===== src/rtl/program_loader.sv =====
// Boot loader: takes a length-prefixed, checksummed byte stream, writes 32-bit
// little-endian words into instruction RAM and releases the CPU on success.
module program_loader #(
  parameter int ADRS_W = 8
) (
  input  logic              clk_cpu,
  input  logic              reset,
  input  logic              start,
  input  logic [7:0]        rx_data,
  input  logic              rx_valid,
  output logic              rx_ready,
  output logic              ram_we,
  output logic [ADRS_W-1:0] ram_adrs,
  output logic [31:0]       ram_d,
  output logic              cpu_reset,
  output logic              busy,
  output logic              done,
  output logic              error,
  output logic [ADRS_W:0]   words_loaded
);

  typedef enum logic [2:0] {S_IDLE, S_LEN, S_DATA, S_SUM, S_DONE, S_ERR} state_t;

  localparam logic [32:0] MAX_LEN = 33'(1) << ADRS_W;

  state_t            state_q, state_d;
  logic [1:0]        idx_q, idx_d;
  logic [31:0]       word_q, word_d;
  logic [ADRS_W:0]   len_q, len_d;
  logic [31:0]       sum_q, sum_d;
  logic [ADRS_W:0]   wl_q, wl_d;
  logic              ram_we_q, ram_we_d;
  logic [ADRS_W-1:0] ram_adrs_q, ram_adrs_d;
  logic [31:0]       ram_d_q, ram_d_d;
  logic              cpu_reset_q, cpu_reset_d;
  logic              rx_ready_q, rx_ready_d;
  logic              busy_q, busy_d;
  logic              done_q, done_d;
  logic              error_q, error_d;

  logic              accept, word_last;
  logic [31:0]       full_word;
  logic [ADRS_W:0]   wl_nxt;

  assign accept    = rx_valid & rx_ready_q;
  assign word_last = accept && (idx_q == 2'd3);
  assign full_word = {rx_data, word_q[23:0]};
  assign wl_nxt    = wl_q + 1'b1;

  always_comb begin
    state_d    = state_q;
    idx_d      = idx_q;
    word_d     = word_q;
    len_d      = len_q;
    sum_d      = sum_q;
    wl_d       = wl_q;
    ram_we_d   = 1'b0;
    ram_adrs_d = ram_adrs_q;
    ram_d_d    = ram_d_q;

    if (accept) begin
      idx_d = idx_q + 2'd1;
      word_d[{idx_q, 3'b000} +: 8] = rx_data;
    end

    case (state_q)
      S_IDLE, S_DONE, S_ERR: begin
        if (start) begin
          state_d = S_LEN;
          sum_d   = '0;
          wl_d    = '0;
          idx_d   = '0;
        end
      end
      S_LEN: begin
        if (word_last) begin
          len_d = full_word[ADRS_W:0];
          if (full_word == 32'd0)               state_d = S_SUM;
          else if ({1'b0, full_word} > MAX_LEN) state_d = S_ERR;
          else                                  state_d = S_DATA;
        end
      end
      S_DATA: begin
        // Write lands the cycle after the last byte; the stream keeps flowing.
        if (word_last) begin
          ram_we_d   = 1'b1;
          ram_adrs_d = wl_q[ADRS_W-1:0];
          ram_d_d    = full_word;
          sum_d      = sum_q + full_word;
          wl_d       = wl_nxt;
          if (wl_nxt == len_q) state_d = S_SUM;
        end
      end
      S_SUM: begin
        if (word_last) state_d = (full_word == sum_q) ? S_DONE : S_ERR;
      end
      default: state_d = S_IDLE;
    endcase

    busy_d      = (state_d == S_LEN) || (state_d == S_DATA) || (state_d == S_SUM);
    rx_ready_d  = busy_d;
    done_d      = (state_d == S_DONE);
    error_d     = (state_d == S_ERR);
    cpu_reset_d = (state_d != S_DONE);
  end

  always_ff @(posedge clk_cpu or negedge reset) begin
    if (!reset) begin
      state_q     <= S_IDLE;
      idx_q       <= '0;
      word_q      <= '0;
      len_q       <= '0;
      sum_q       <= '0;
      wl_q        <= '0;
      ram_we_q    <= 1'b0;
      ram_adrs_q  <= '0;
      ram_d_q     <= '0;
      cpu_reset_q <= 1'b1;
      rx_ready_q  <= 1'b0;
      busy_q      <= 1'b0;
      done_q      <= 1'b0;
      error_q     <= 1'b0;
    end else begin
      state_q     <= state_d;
      idx_q       <= idx_d;
      word_q      <= word_d;
      len_q       <= len_d;
      sum_q       <= sum_d;
      wl_q        <= wl_d;
      ram_we_q    <= ram_we_d;
      ram_adrs_q  <= ram_adrs_d;
      ram_d_q     <= ram_d_d;
      cpu_reset_q <= cpu_reset_d;
      rx_ready_q  <= rx_ready_d;
      busy_q      <= busy_d;
      done_q      <= done_d;
      error_q     <= error_d;
    end
  end

  assign rx_ready     = rx_ready_q;
  assign ram_we       = ram_we_q;
  assign ram_adrs     = ram_adrs_q;
  assign ram_d        = ram_d_q;
  assign cpu_reset    = cpu_reset_q;
  assign busy         = busy_q;
  assign done         = done_q;
  assign error        = error_q;
  assign words_loaded = wl_q;

endmodule


===== config.mk =====
export PLATFORM = sky130hd
export DESIGN_NAME = program_loader
export DESIGN_NICKNAME = d
export VERILOG_FILES = /design/src/rtl/program_loader.sv
export SDC_FILE = /design/constraint.sdc
export NUM_CORES = 1
export LEC_CHECK = 0
export CAP_MARGIN = 0
export CORE_MARGIN = 3
export CORE_UTILIZATION = 55
export DETAILED_ROUTE_END_ITERATION = 12
export HOLD_SLACK_MARGIN = 0.02
export PLACE_DENSITY = 0.77
export SYNTH_ARGS = -nofsm -noshare
export SYNTH_HDL_FRONTEND = slang
export SYNTH_SLANG_ARGS = --single-unit

===== constraint.sdc =====
create_clock -name clk_cpu -period 5.8 [get_ports clk_cpu]
set_input_delay 0.87 -clock clk_cpu [delete_from_list [all_inputs] [get_ports clk_cpu]]
set_output_delay 0.87 -clock clk_cpu [all_outputs]
set_load 0.02 [all_outputs]

## Word-level counts from Yosys, hierarchy flattened

Cells that the tools add are included.
Widths: inputs -> output; s select.

| operators by class | value |
|---|---|
| order comparisons | 1 |
| multiplexer cells | 21 |
| reductions and logical operators | 10 |
| equality and inequality tests | 16 |
| $add $sub $neg | 4 |
| bitwise gates (word level) | 1 |
| shifts and indexed selects | 2 |

Operator list:

| operator | number |
|---|---|
| $mux 32 | 2 |
| $pmux 32 s2 | 1 |
| $add 32x32->32 | 1 |
| $bwmux 32 | 1 |
| $eq 32x32->1 | 1 |
| $gt 32x9->1 const B | 1 |
| $logic_not 32->1 | 1 |
| $shift 8x7->32 const A | 1 |
| $shiftx 8x7->32 | 1 |
| $mux 3 | 7 |
| $mux 9 | 2 |
| $pmux 9 s2 | 1 |
| $eq 3x2->1 const B | 4 |
| $eq 3x3->1 const B | 4 |
| $pmux 3 s4 | 1 |
| $add 9x1->9 const B | 1 |
| $eq 9x9->1 | 1 |
| $neg 5->7 | 1 |
| $eq 3x1->1 const B | 2 |
| $mux 2 | 3 |
| $ne 2x2->1 const B | 2 |
| $reduce_and 2->1 | 2 |
| $logic_not 3->1 | 1 |
| $mux 1 | 3 |
| other kinds (9) | 10 |

| storage, ports and cells | value |
|---|---|
| logic and storage cells | 68 |
| input port bits | 12 |
| register bits | 132 |
| output and inout port bits | 55 |

## Longest topological paths before layout

| logic depth | value |
|---|---|
| word-level depth | 8 |
| depth in mapped cells | 10 |
| gate-level depth less buffers | 10 |

## Least setup slack after synthesis

OpenSTA, ideal clock, no wires.

| timing | value |
|---|---|
| kind | input to register |
| start | in rx_data[2] |
| end | reg sum_q[31] |
| arrival time | 2620 ps |
| data required time | 5668 ps |
| cell stages on the path | 8 |
| library setup time | 132 ps |
| buffers on the path | 1 |
| slack | 3048 ps |
| cells stage by stage | ha_1 > buf_2 > nand2_1 > or4_1 > and3_1 > a221oi_2 > o41ai_2 > mux2i_1 |

| between the ends | value |
|---|---|
| cells in the longest elaborated chain, start to end | 3 |

RTL lines:

| item | RTL line | source |
|---|---|---|
| start, declared | 9 | `input logic [7:0] rx_data,` |
| $add 32x32->32 | 89 | `sum_d = sum_q + full_word;` |
| $mux 32 | 85 | `if (word_last) begin` |
| $pmux 32 s2 | 66 | `case (state_q)` |
| end signal, assigned | 128 | `sum_q <= sum_d;` |
| end, declared | 30 | `logic [31:0] sum_q, sum_d;` |

Every way passes these cells. The select of a mux whose other input is x is not followed.
A chain may end at the register's enable or synchronous reset.

## Final worst setup path

| timing | value |
|---|---|
| start | in rx_valid |
| end | reg sum_q[31] |

| between the ends | value |
|---|---|
| cells in the longest elaborated chain, start to end | 4 |

RTL lines:

| item | RTL line | source |
|---|---|---|
| start, declared | 10 | `input logic rx_valid,` |
| $and 1x1->1 | 45 | `assign accept = rx_valid & rx_ready_q;` |
| $logic_and 1x1->1 | 46 | `assign word_last = accept && (idx_q == 2'd3);` |
| $ne 2x2->1 (no line) | n/a |  |
| $reduce_and 3->1 (no line) | n/a |  |

Every way passes these cells.

==> results list <==
- The worst hold path begins at ram_d[30]$_DFFE_PN0P_.
* Critical path data arrival time: 4.27 ns
- Std-Cell Core Area: ~0.012 mm2
* EDFF count, synth: 0
- Hold repair after CTS inserted 0 buffers.
- Required time of the critical path: between 6 and 7 ns
- Total number of nets in the final design: between 800 and 900
- Port buffer count: between 60 and 70
- Worst vdd rail ir drop: between 0.2 and 0.25 mV
- The final count of hold timing violations is 0.
- Drt pass-1 iters: 5
* Time the worst path needs with I/O delays and setup: 3.98 ns
* Final weighted congestion in routability-driven placement: ~0.94
- Clock-pin slew was measured on the worst setup and hold paths at 0.06 ns.
- Count of state elements after synthesis: around 120
- The detailed router finished its first iteration with 530 violations.
- For this design the static power due to leakage is 4.01 nW.
- Utilization of the core after routing: 67.9%
- In this run, CTS created clock tree buffers numbering 17.
- Along the worst path, the maximum fanout reaches 119.
- Wirelength per Cell: 18.2 um
- The most used flip-flop cell after synthesis is dfrtp_1.
* Final HPWL DP: between 10000 and 15000 um
* Die footprint: approximately 0.014 mm2
* Total global routing overflow: 0
- Setup violations remaining at the end of the flow were counted as 0.
- TritonCTS clock tree: yes
- The number of antenna diodes in the final layout is 0.
* DR vias/cell: ~6.0
- Walking the worst path, the cells encountered are clkdlybuf4s50_1 -> and3_1 -> nand2_1 -> or3_4 -> inv_1 -> and3_1 -> a221oi_2 -> o41ai_2 -> mux2i_1.
- The synthesized netlist contains 63 unique library cells.
* Pin count of the biggest net entering global routing: 120
- Dividing the synthesized area by the synthesized cell count gives approximately 9 um2.
- Across every metal layer, demand over resource in global routing totals 26.2%.
- For this design, the sink count on the clock tree is 124.
- Capturing element type of the critical path: flip-flop
- In the finished design, the share of the clock period the worst path needs comes to between 60% and 70%.
- The flow ran to the end, and the final reports show no timing, DRC or antenna violations.
- At the later pin of the worst-skew pair, clock insertion delay measures ~0.42 ns.
* H-tree depth reported by CTS: 4
- Hold-critical path depth: 2
- Counting tap cells, the placed design contains a total of 940 instances.
- The first global-routing pass estimated 29300 um of wire.
- Clock root buffer: clkbuf_16
- Total nets after synthesis: between 700 and 800
- Number of core rows: 40
- Relative to the synthesized area, the layout overhead comes to 19.4%.
- The share of the Yosys chip area taken by registers is between 40% and 50%.
- Counting flops with an async set or reset pin after synthesis yields a share of 100%.
- Synth top area cells: dfrtp_1, nand2_1, ha_1, nand3_1, o21ai_0
- Via count of the first global-routing pass: around 5700
- The final route contains ~5900 vias.
* Commonest cells in the synthesized netlist: nand2_1, dfrtp_1, nand3_1, o21ai_0, ha_1
- Dividing total power by cell area gives a power density of 370 mW/mm2.
- The startpoint identified for the worst register-to-register timing path is idx_q[0]$_DFF_PN0_.
- The endpoint identified for the worst register-to-register timing path is sum_q[31]$_DFFE_PN0P_.
- For this block, the routed nets add up to around 18000 um of wire.
- Stage delay of the slowest cell on the critical path: between 0.8 and 0.9 ns
- Buffers & Inverters on Critical Path: 2
* Worst Skew: between 0.005 and 0.006 ns
* Width of the chip: approximately 120 um
- Sink of the worst hold path: ram_d[30]$_DFFE_PN0P_
- In this run the deepest clock path goes through 2 buffers.
- Measured in cells, the most critical reg-to-reg path has a length of 9.
- Slowest cell on the critical path: or3_4
* Syn Std Cell Area: just under 0.007 mm2
- Setup tns final: 0 ns
* Top delay family on crit path: simple AND/OR/NAND/NOR gates
- Top-area cell type share of the netlist area: around 45%
* Top-count cell post-synth: nand2_1
* Most repeated library cell on the critical path: and3_1
- Hold is met by around 0.47 ns.
- DRC violation count after routing: 0
* I/O pin total: between 60 and 70
- Worst slew margin: approximately a tenth
- Layout cell share with drive strength beyond 1: about 7%
* Yosys synthesis warning count: 0
* Library cell with the largest summed area after synthesis: dfrtp_1
* Routed Antenna Nets: 0
- The initial antenna violation count is 0.
- Max-slew violation count: 0
* Final-layout fill cell count: 943
- Actual transition at the worst max-transition pin: 1.33 ns
* Number of gates resized after cts: 0
- The path class of the tightest hold or removal check is reg2reg.
- Excluding fillers, the count of instances in the completed layout stands at roughly 1000.
* Starting density of the core: roughly 57%
- The critical path is of the in2reg type.
- Setup repair after global routing left no endpoint under its margin.
- Postcts setup bufs: 0
- From bottom edge to top edge, the die measures ~120 um.
- Number of max-cap violations: 0
- Internal reg-to-reg setup slack: about 2.2 ns
- Counting every instance in the synthesized netlist gives ~750.
- Based on the critical path, the design can be clocked at up to 251 MHz.
- The worst setup path is launched from an input port.
-- placed cells by master (no fill, tap or decap), types with 4 or more instances in the layout --
cell type,synthesis,final
a22o_1,25,25
and2_1,4,4
nand3_1,53,53
a21oi_1,29,29
and3_1,8,8
nor2_1,17,17
o21ai_0,48,48
o31ai_1,6,6
a31oi_1,6,6
xnor2_1,20,20
nand4_1,8,8
a21o_1,23,23
nor3_1,7,7
ha_1,37,37
dfrtp_1,123,123
nor2b_1,4,4
inv_1,13,13
xor2_1,19,19
nand2_1,171,171
clkbuf_8,0,4
nor4_1,17,17
clkdlybuf4s50_1,0,65
mux2_2,10,10
clkbuf_16,0,17
-- registers in the layout, summed over array words and instances, names as in the netlist --
register      flops
ram_d            32
sum_q            32
word_q           24
len_q             9
words_loaded      9
ram_adrs          8
state_q           3
idx_q             2
busy              1
cpu_reset         1
done              1
error             1
ram_we            1
-- where the power goes --
group	leakage (nW)	internal [W]	total, W	switching (W)
Sequential	1.71	0.000980	0.00118	0.000198
Combinational	2.00	0.000317	0.000758	0.000440
Clock	0.296	0.000721	0.00111	0.000385
-- routing by layer --
layer	vias to the layer above	routed length, um	track usage, %	part of all wire [%]
li1	2773	-	-	-
met1	2857	8050	36.4	46
met2	221	8190	41.0	46
met3	26	1200	6.97	6.8
met4	0	259	7.03	1.5
met5	-	0	0	0
-- worst min-delay path: cells and delay by family (launching register included) --
family,cells,cell delay [ns]
DFF,1,0.34
and+or+nand+nor,2,0.10
-- worst max-delay path by stage --
stage	start	to	cells after the start
after detailed placement	rx_valid	sum_q[31]$_DFFE_PN0P_	9
after floorplan	rx_data[2]	sum_q[31]$_DFFE_PN0P_	8
after global routing	rx_valid	sum_q[31]$_DFFE_PN0P_	9
after CTS	rx_valid	sum_q[31]$_DFFE_PN0P_	9
after global placement	rx_valid	sum_q[31]$_DFFE_PN0P_	9
final	rx_valid	sum_q[31]$_DFFE_PN0P_	9
-- metrics by stage --
| step | total power, W | setup slack, ns | area (um2) |
|---|---|---|---|
| finish | 0.00304 | 1.82 | 8220 |
| global route | 0.00318 | 1.55 | 8220 |
| CTS | 0.00304 | 1.86 | 8220 |
| detailed placement | 0.00192 | 1.44 | 7600 |
| global placement | 0.00189 | 1.53 | 7600 |
| floorplan | 0.00166 | 3.05 | 6880 |
-- cell families (layout without fill, tap and decap cells) --
logic type      Yosys count  count (layout)  synth area share, %
simple gates            307             307                 20.4
fa+ha+maj                38              38                 7.02
flops                   124             124                 45.1
compound gates          171             171                 17.4
xor+xnor                 39              39                 4.96
buf+inv                  55             113                 3.24
mux                      12              12                 1.93
-- cell type report --
class,instances,area (um2),share of cell area [%]
Inverter,13,48.8,0.594
Clock buffer,23,488,5.94
Multi-Input combinational cell,567,3560,43.3
Sequential cell,124,3100,37.8
Tap cell,168,210,2.56
Clock inverter,9,135,1.64
Timing Repair Buffer,68,673,8.19
No activity file was read; power rests on OpenSTA's default activity.
